==> config.mk <==
export PLATFORM = sky130hd
export DESIGN_NAME = alu_arbiter_ctrl
export DESIGN_NICKNAME = d
export VERILOG_FILES = /design/src/rtl/alu_arbiter_ctrl.sv
export SDC_FILE = /design/constraint.sdc
export NUM_CORES = 1
export LEC_CHECK = 0
export BUFFER_PORTS_ARGS = -buffer_cell sky130_fd_sc_hd__buf_2
export CAP_MARGIN = 20
export CORE_AREA = 2 2 123 125
export CTS_CLUSTER_DIAMETER = 30
export DETAILED_ROUTE_END_ITERATION = 8
export DIE_AREA = 0 0 125 127
export PLACE_DENSITY_LB_ADDON = 0.15
export SYNTH_ARGS = -nofsm -noshare
export SYNTH_HDL_FRONTEND = slang
export SYNTH_SLANG_ARGS = --single-unit
==> constraint.sdc <==
create_clock -name clk -period 2.6 [get_ports clk]
set_clock_uncertainty 0.15 [all_clocks]
set_input_delay 0.13 -clock clk [delete_from_list [all_inputs] [get_ports clk]]
set_output_delay 0.13 -clock clk [all_outputs]
set_load 0.02 [all_outputs]
==> src/rtl/alu_arbiter_ctrl.sv <==
// Round-robin arbiter that shares one combinational 32-bit ALU between two requesters,
// holding operands for multicycle ops and owning the architectural NZIV flag register.
module alu_arbiter_ctrl #(
  parameter int MUL_CYCLES = 2,
  parameter int DIV_CYCLES = 4
) (
  input  logic        clk,
  input  logic        rst_n,
  input  logic        req0_valid,
  output logic        req0_ready,
  input  logic [31:0] req0_a,
  input  logic [31:0] req0_b,
  input  logic [2:0]  req0_op,
  input  logic        req0_setf,
  input  logic        req1_valid,
  output logic        req1_ready,
  input  logic [31:0] req1_a,
  input  logic [31:0] req1_b,
  input  logic [2:0]  req1_op,
  input  logic        req1_setf,
  output logic        rsp0_valid,
  output logic        rsp1_valid,
  output logic [31:0] rsp_result,
  output logic [3:0]  rsp_flags,
  output logic [31:0] alu_val_A,
  output logic [31:0] alu_val_B,
  output logic [2:0]  alu_op,
  input  logic [31:0] alu_out,
  input  logic [31:0] alu_flags,
  output logic [3:0]  flags_q,
  output logic        busy
);

  localparam logic [0:0] ST_IDLE = 1'b0;
  localparam logic [0:0] ST_EXEC = 1'b1;
  localparam logic [7:0] MUL_LAST = 8'(MUL_CYCLES - 1);
  localparam logic [7:0] DIV_LAST = 8'(DIV_CYCLES - 1);

  logic [0:0]  state_r;
  logic        rr_last_r;
  logic        id_r;
  logic        setf_r;
  logic [7:0]  cnt_r;
  logic        grant_s;
  logic        grant_id_s;
  logic [31:0] sel_a_s;
  logic [31:0] sel_b_s;
  logic [2:0]  sel_op_s;
  logic        sel_setf_s;
  logic [7:0]  sel_last_s;
  logic        unused_flags_s;

  assign unused_flags_s = ^alu_flags[27:0];

  // Grant selection: a lone requester wins, a tie goes to whoever was not served last.
  always_comb begin
    grant_s    = 1'b0;
    grant_id_s = 1'b0;
    if (state_r == ST_IDLE) begin
      if (req0_valid && req1_valid) begin
        grant_s    = 1'b1;
        grant_id_s = ~rr_last_r;
      end else if (req0_valid) begin
        grant_s    = 1'b1;
        grant_id_s = 1'b0;
      end else if (req1_valid) begin
        grant_s    = 1'b1;
        grant_id_s = 1'b1;
      end else begin
        grant_s    = 1'b0;
        grant_id_s = 1'b0;
      end
    end else begin
      grant_s    = 1'b0;
      grant_id_s = 1'b0;
    end
  end

  assign req0_ready = grant_s & ~grant_id_s;
  assign req1_ready = grant_s &  grant_id_s;
  assign busy       = (state_r == ST_EXEC);

  // Granted requester's fields and the hold count its opcode needs.
  always_comb begin
    sel_a_s    = grant_id_s ? req1_a    : req0_a;
    sel_b_s    = grant_id_s ? req1_b    : req0_b;
    sel_op_s   = grant_id_s ? req1_op   : req0_op;
    sel_setf_s = grant_id_s ? req1_setf : req0_setf;
    case (sel_op_s)
      3'b100:  sel_last_s = MUL_LAST;
      3'b101:  sel_last_s = DIV_LAST;
      default: sel_last_s = 8'd0;
    endcase
  end

  // Controller state: accept in IDLE, hold ALU inputs through EXEC, capture result on the last edge.
  always_ff @(posedge clk or negedge rst_n) begin
    if (!rst_n) begin
      state_r    <= ST_IDLE;
      rr_last_r  <= 1'b1;
      id_r       <= 1'b0;
      setf_r     <= 1'b0;
      cnt_r      <= 8'd0;
      alu_val_A  <= 32'd0;
      alu_val_B  <= 32'd0;
      alu_op     <= 3'b000;
      rsp_result <= 32'd0;
      rsp_flags  <= 4'd0;
      flags_q    <= 4'd0;
      rsp0_valid <= 1'b0;
      rsp1_valid <= 1'b0;
    end else begin
      rsp0_valid <= 1'b0;
      rsp1_valid <= 1'b0;
      case (state_r)
        ST_IDLE: begin
          if (grant_s) begin
            alu_val_A <= sel_a_s;
            alu_val_B <= sel_b_s;
            alu_op    <= sel_op_s;
            setf_r    <= sel_setf_s;
            id_r      <= grant_id_s;
            rr_last_r <= grant_id_s;
            cnt_r     <= sel_last_s;
            state_r   <= ST_EXEC;
          end
        end
        ST_EXEC: begin
          if (cnt_r != 8'd0) begin
            cnt_r <= cnt_r - 8'd1;
          end else begin
            rsp_result <= alu_out;
            rsp_flags  <= alu_flags[31:28];
            if (setf_r) begin
              flags_q <= alu_flags[31:28];
            end
            rsp0_valid <= ~id_r;
            rsp1_valid <= id_r;
            state_r    <= ST_IDLE;
          end
        end
        default: state_r <= ST_IDLE;
      endcase
    end
  end

endmodule

==> results.md <==
- Final hold violation count: 0
- CP Data Arrival Time: between 2 and 3 ns
- Synth Area in XOR/XNOR: 0%
- Drt pass-1 iters: 4
- Grt ovf: 0
- Post-synthesis cell area: 5350 um2
- Wire length per cell: 14.6 um
- Hold Startpoint: req1_op[1]
- CP bufs+invs: 3
- Final Slew Violations: 0
- GP Congestion: roughly 0.80
- CP Launch Point: busy
- Htree depth: 4
- Global-route wire length before repair: ~26 mm
- Post-synthesis compound-gate area fraction: 7.64%
- Tcrit/Tclk final: 92.5%
- Synth Area in Simple Gates: 8.51%
- Fillers: 1118
- Min cycle time layout: 2.40 ns
- Initial antenna violation count: 0
- CTS sink cnt: 121
- Worst path cell trace: a211oi_4 > buf_4 > clkbuf_16 > mux2i_1 > dlygate4sd3_1 > o21ai_0
- Setup-failing EPs final: 0
- Largest net degree at the start of global routing: 56
- Via density per instance: 4.62
- Post-DP HPWL: between 9 and 10 mm
- Lkg Pwr: roughly 4.6 nW
- Largest family of logic cells by synthesized area: multiplexers
- Actual slew at the worst max-slew pin: between 0.5 and 0.6 ns
- Peak VDD IR: 0.533 mV
- DRC viols: 0
- Distinct cells, synth: 33
- Async SR Flop Fraction: 100%
- Synth Warn #: 0
- Routed vias: roughly 5100
- TritonCTS buffer count: 17
- Post-synth EDFFs: 0
- Detailed Route WL: 16.2 mm
- N_diodes: 0
- Synth Instances: 447
- Max cap viols: 0
- Antenna-violating nets left: 0
- Synth Register Bits: 121
- Worst setup SP type: flip-flop
- Layout cells sized above 1: approximately 41%
- Post-route setup TNS: 0 ns
- Critical path capture point type: flip-flop
- Initial Utilization: between 30% and 40%
- Part of the Yosys area used for sequential elements: 56.6%
- Post-synth top flop: dfrtp_1
- Rel. slew slack: 60.5%
- Final Cell Area: 9370 um2
- Required @ worst endpoint: 2.74 ns
- Hold WC Path Type: in -> reg
- Worst setup path class: reg -> reg
- Mean post-synth cell area: roughly 12 um2
- Clock latency at the later pin of the worst-skew pair: 0.40 ns
- Vias in the first global route: 5502
- Slowest cell delay on critical path: 0.59 ns
- CP Max Fanout: 22
- Synth-to-layout area growth: 74.9%
- Crit-path slowest cell: dlygate4sd3_1
- Num rows: 44
- Final Core Density: about two thirds
- Syn nets: 653
- Fin worst setup slack: 0.196 ns
- R2R Path Start: busy
- Adder-cell share of the synthesized area: less than 1%
- Core area: 14400 um2
- Clk pin slew, worst setup/hold paths: about 0.06 ns
- Total GRT Usage: 20.3%
- Die Wd: 125 um
- PortBufs: about 290
- Bufs on Longest Clock Path: 2
- Number of I/O pins: 316
- CP delay by family, top: buffers and inverters
- Initial DRC count: around 220
- Pwr per Cell Area: 1100 nW/um2
- Status: finished clean
- Dpl cell area: 7000 um2
- Fmax: 0.416 GHz
- Nets: 1116
- CTS tree: built
- Post-synthesis mux area share: 23.5%
- CTS root buf: clkbuf_16
- Die height: around 130 um
- Worst slack at placement: 0.538 ns
- DIE AREA: 15900 um2
- RSZ-0062 raised after global routing: false
stage by stage:
stage	std cells	hold slack (ns)	power, mW
2_1_floorplan	447	-0.316	6.07
3_3_place_gp	898	-0.0460	7.43
3_5_place_dp	898	-0.0349	7.55
4_1_cts	1104	0.00842	10.3
5_1_grt	1107	0.0218	10.9
6_report	1107	0.0270	10.3
state kept, by name, summed over array words and instances, names as in the netlist:
register    flops
busy            1
rr_last_r       1
alu_val_A      32
alu_val_B      32
id_r            1
cnt_r           8
setf_r          1
rsp0_valid      1
rsp_flags       4
alu_op          3
flags_q         4
rsp_result     32
rsp1_valid      1
cell usage after synthesis (3+ instances only):
cell type	n	area, um2
dfrtp_1	120	3000
mux2i_1	74	741
nand2_1	74	278
o21ai_0	54	270
mux2_2	22	248
mux2_4	18	270
o21ai_1	14	70.1
buf_2	12	60.1
clkbuf_1	10	37.5
nor2_1	7	26.3
nand3_1	5	25.0
buf_4	4	30.0
inv_1	4	15.0
buf_6	3	33.8
placed cells by master, fill, tap and decap left out, types with 3 or more instances in the layout:
| master | netlist | final |
|---|---|---|
| inv_1 | 4 | 4 |
| dlygate4sd3_1 | 0 | 174 |
| nor2_1 | 7 | 7 |
| mux2_2 | 22 | 22 |
| inv_6 | 0 | 5 |
| clkinvlp_4 | 0 | 3 |
| mux2_4 | 18 | 18 |
| buf_12 | 0 | 4 |
| clkbuf_16 | 0 | 18 |
| o21ai_1 | 14 | 14 |
| o21ai_0 | 54 | 54 |
| buf_2 | 12 | 286 |
| clkinv_4 | 0 | 4 |
| nand3_1 | 5 | 5 |
| mux2i_1 | 74 | 74 |
| dfrtp_1 | 120 | 120 |
| nand2_1 | 74 | 74 |
| buf_4 | 4 | 7 |
worst reg2reg max path, stage by stage (launching register included):
cell and delay (ns):
dfrtp_1 0.55, a211oi_4 0.24, buf_4 0.18, clkbuf_16 0.22, mux2i_1 0.27, dlygate4sd3_1 0.59, o21ai_0 0.08
area by class of cell:
class	instances	area [um2]	share of cell area [%]
Sequential cell	121	3030	32.3
Inverter	4	15.0	0.160
Clock inverter	15	166	1.78
Timing Repair Buffer	473	3340	35.7
Tap cell	184	230	2.46
Multi-Input combinational cell	293	2160	23.0
Clock buffer	17	425	4.54
report_power, final:
| group | total, mW | leakage, nW | internal [mW] | switching [mW] |
|---|---|---|---|---|
| clock network | 2.32 | 0.281 | 1.43 | 0.897 |
| logic | 4.61 | 2.83 | 2.00 | 2.61 |
| registers | 3.34 | 1.47 | 2.82 | 0.522 |
metal layers:
layer,vias up,global-route usage [%],wire length (um),share of wire (%)
met2,187,38.4,8640,53
met5,-,0,0,0
met3,30,4.98,863,5.3
li1,2481,-,-,-
met4,0,8.04,383,2.4
met1,2415,21.7,6290,39
repair_timing:
action	4_1_cts	5_1_grt
setup endpoints to repair	0	11
hold buffers	174	0
setup buffers	0	2
gates resized for setup	0	1
endpoints found under the hold margin	196	0
worst paths after layout:
check / to / slack (ns) / cells past startpoint
hold / removal: cnt_r[0] / 0.03 / 4
setup / recovery: alu_val_A[10] / 0.20 / 6
min in group asynchronous: alu_val_A[22] / 0.06 / 2
max in group asynchronous: alu_val_B[14] / 1.41 / 3
hold reg to reg: rsp0_valid / 0.31 / 1
setup reg to reg: alu_val_A[10] / 0.20 / 6
cells by family (layout without fill, tap and decap cells):
family,after synthesis,in the layout
AOI/OAI and AO/OA,76,76
and+or+nand+nor,101,101
buffers and inverters,33,509
muxes,114,114
adders and majority gates,2,2
DFF,121,121
(Power assumes the default switching activity.)
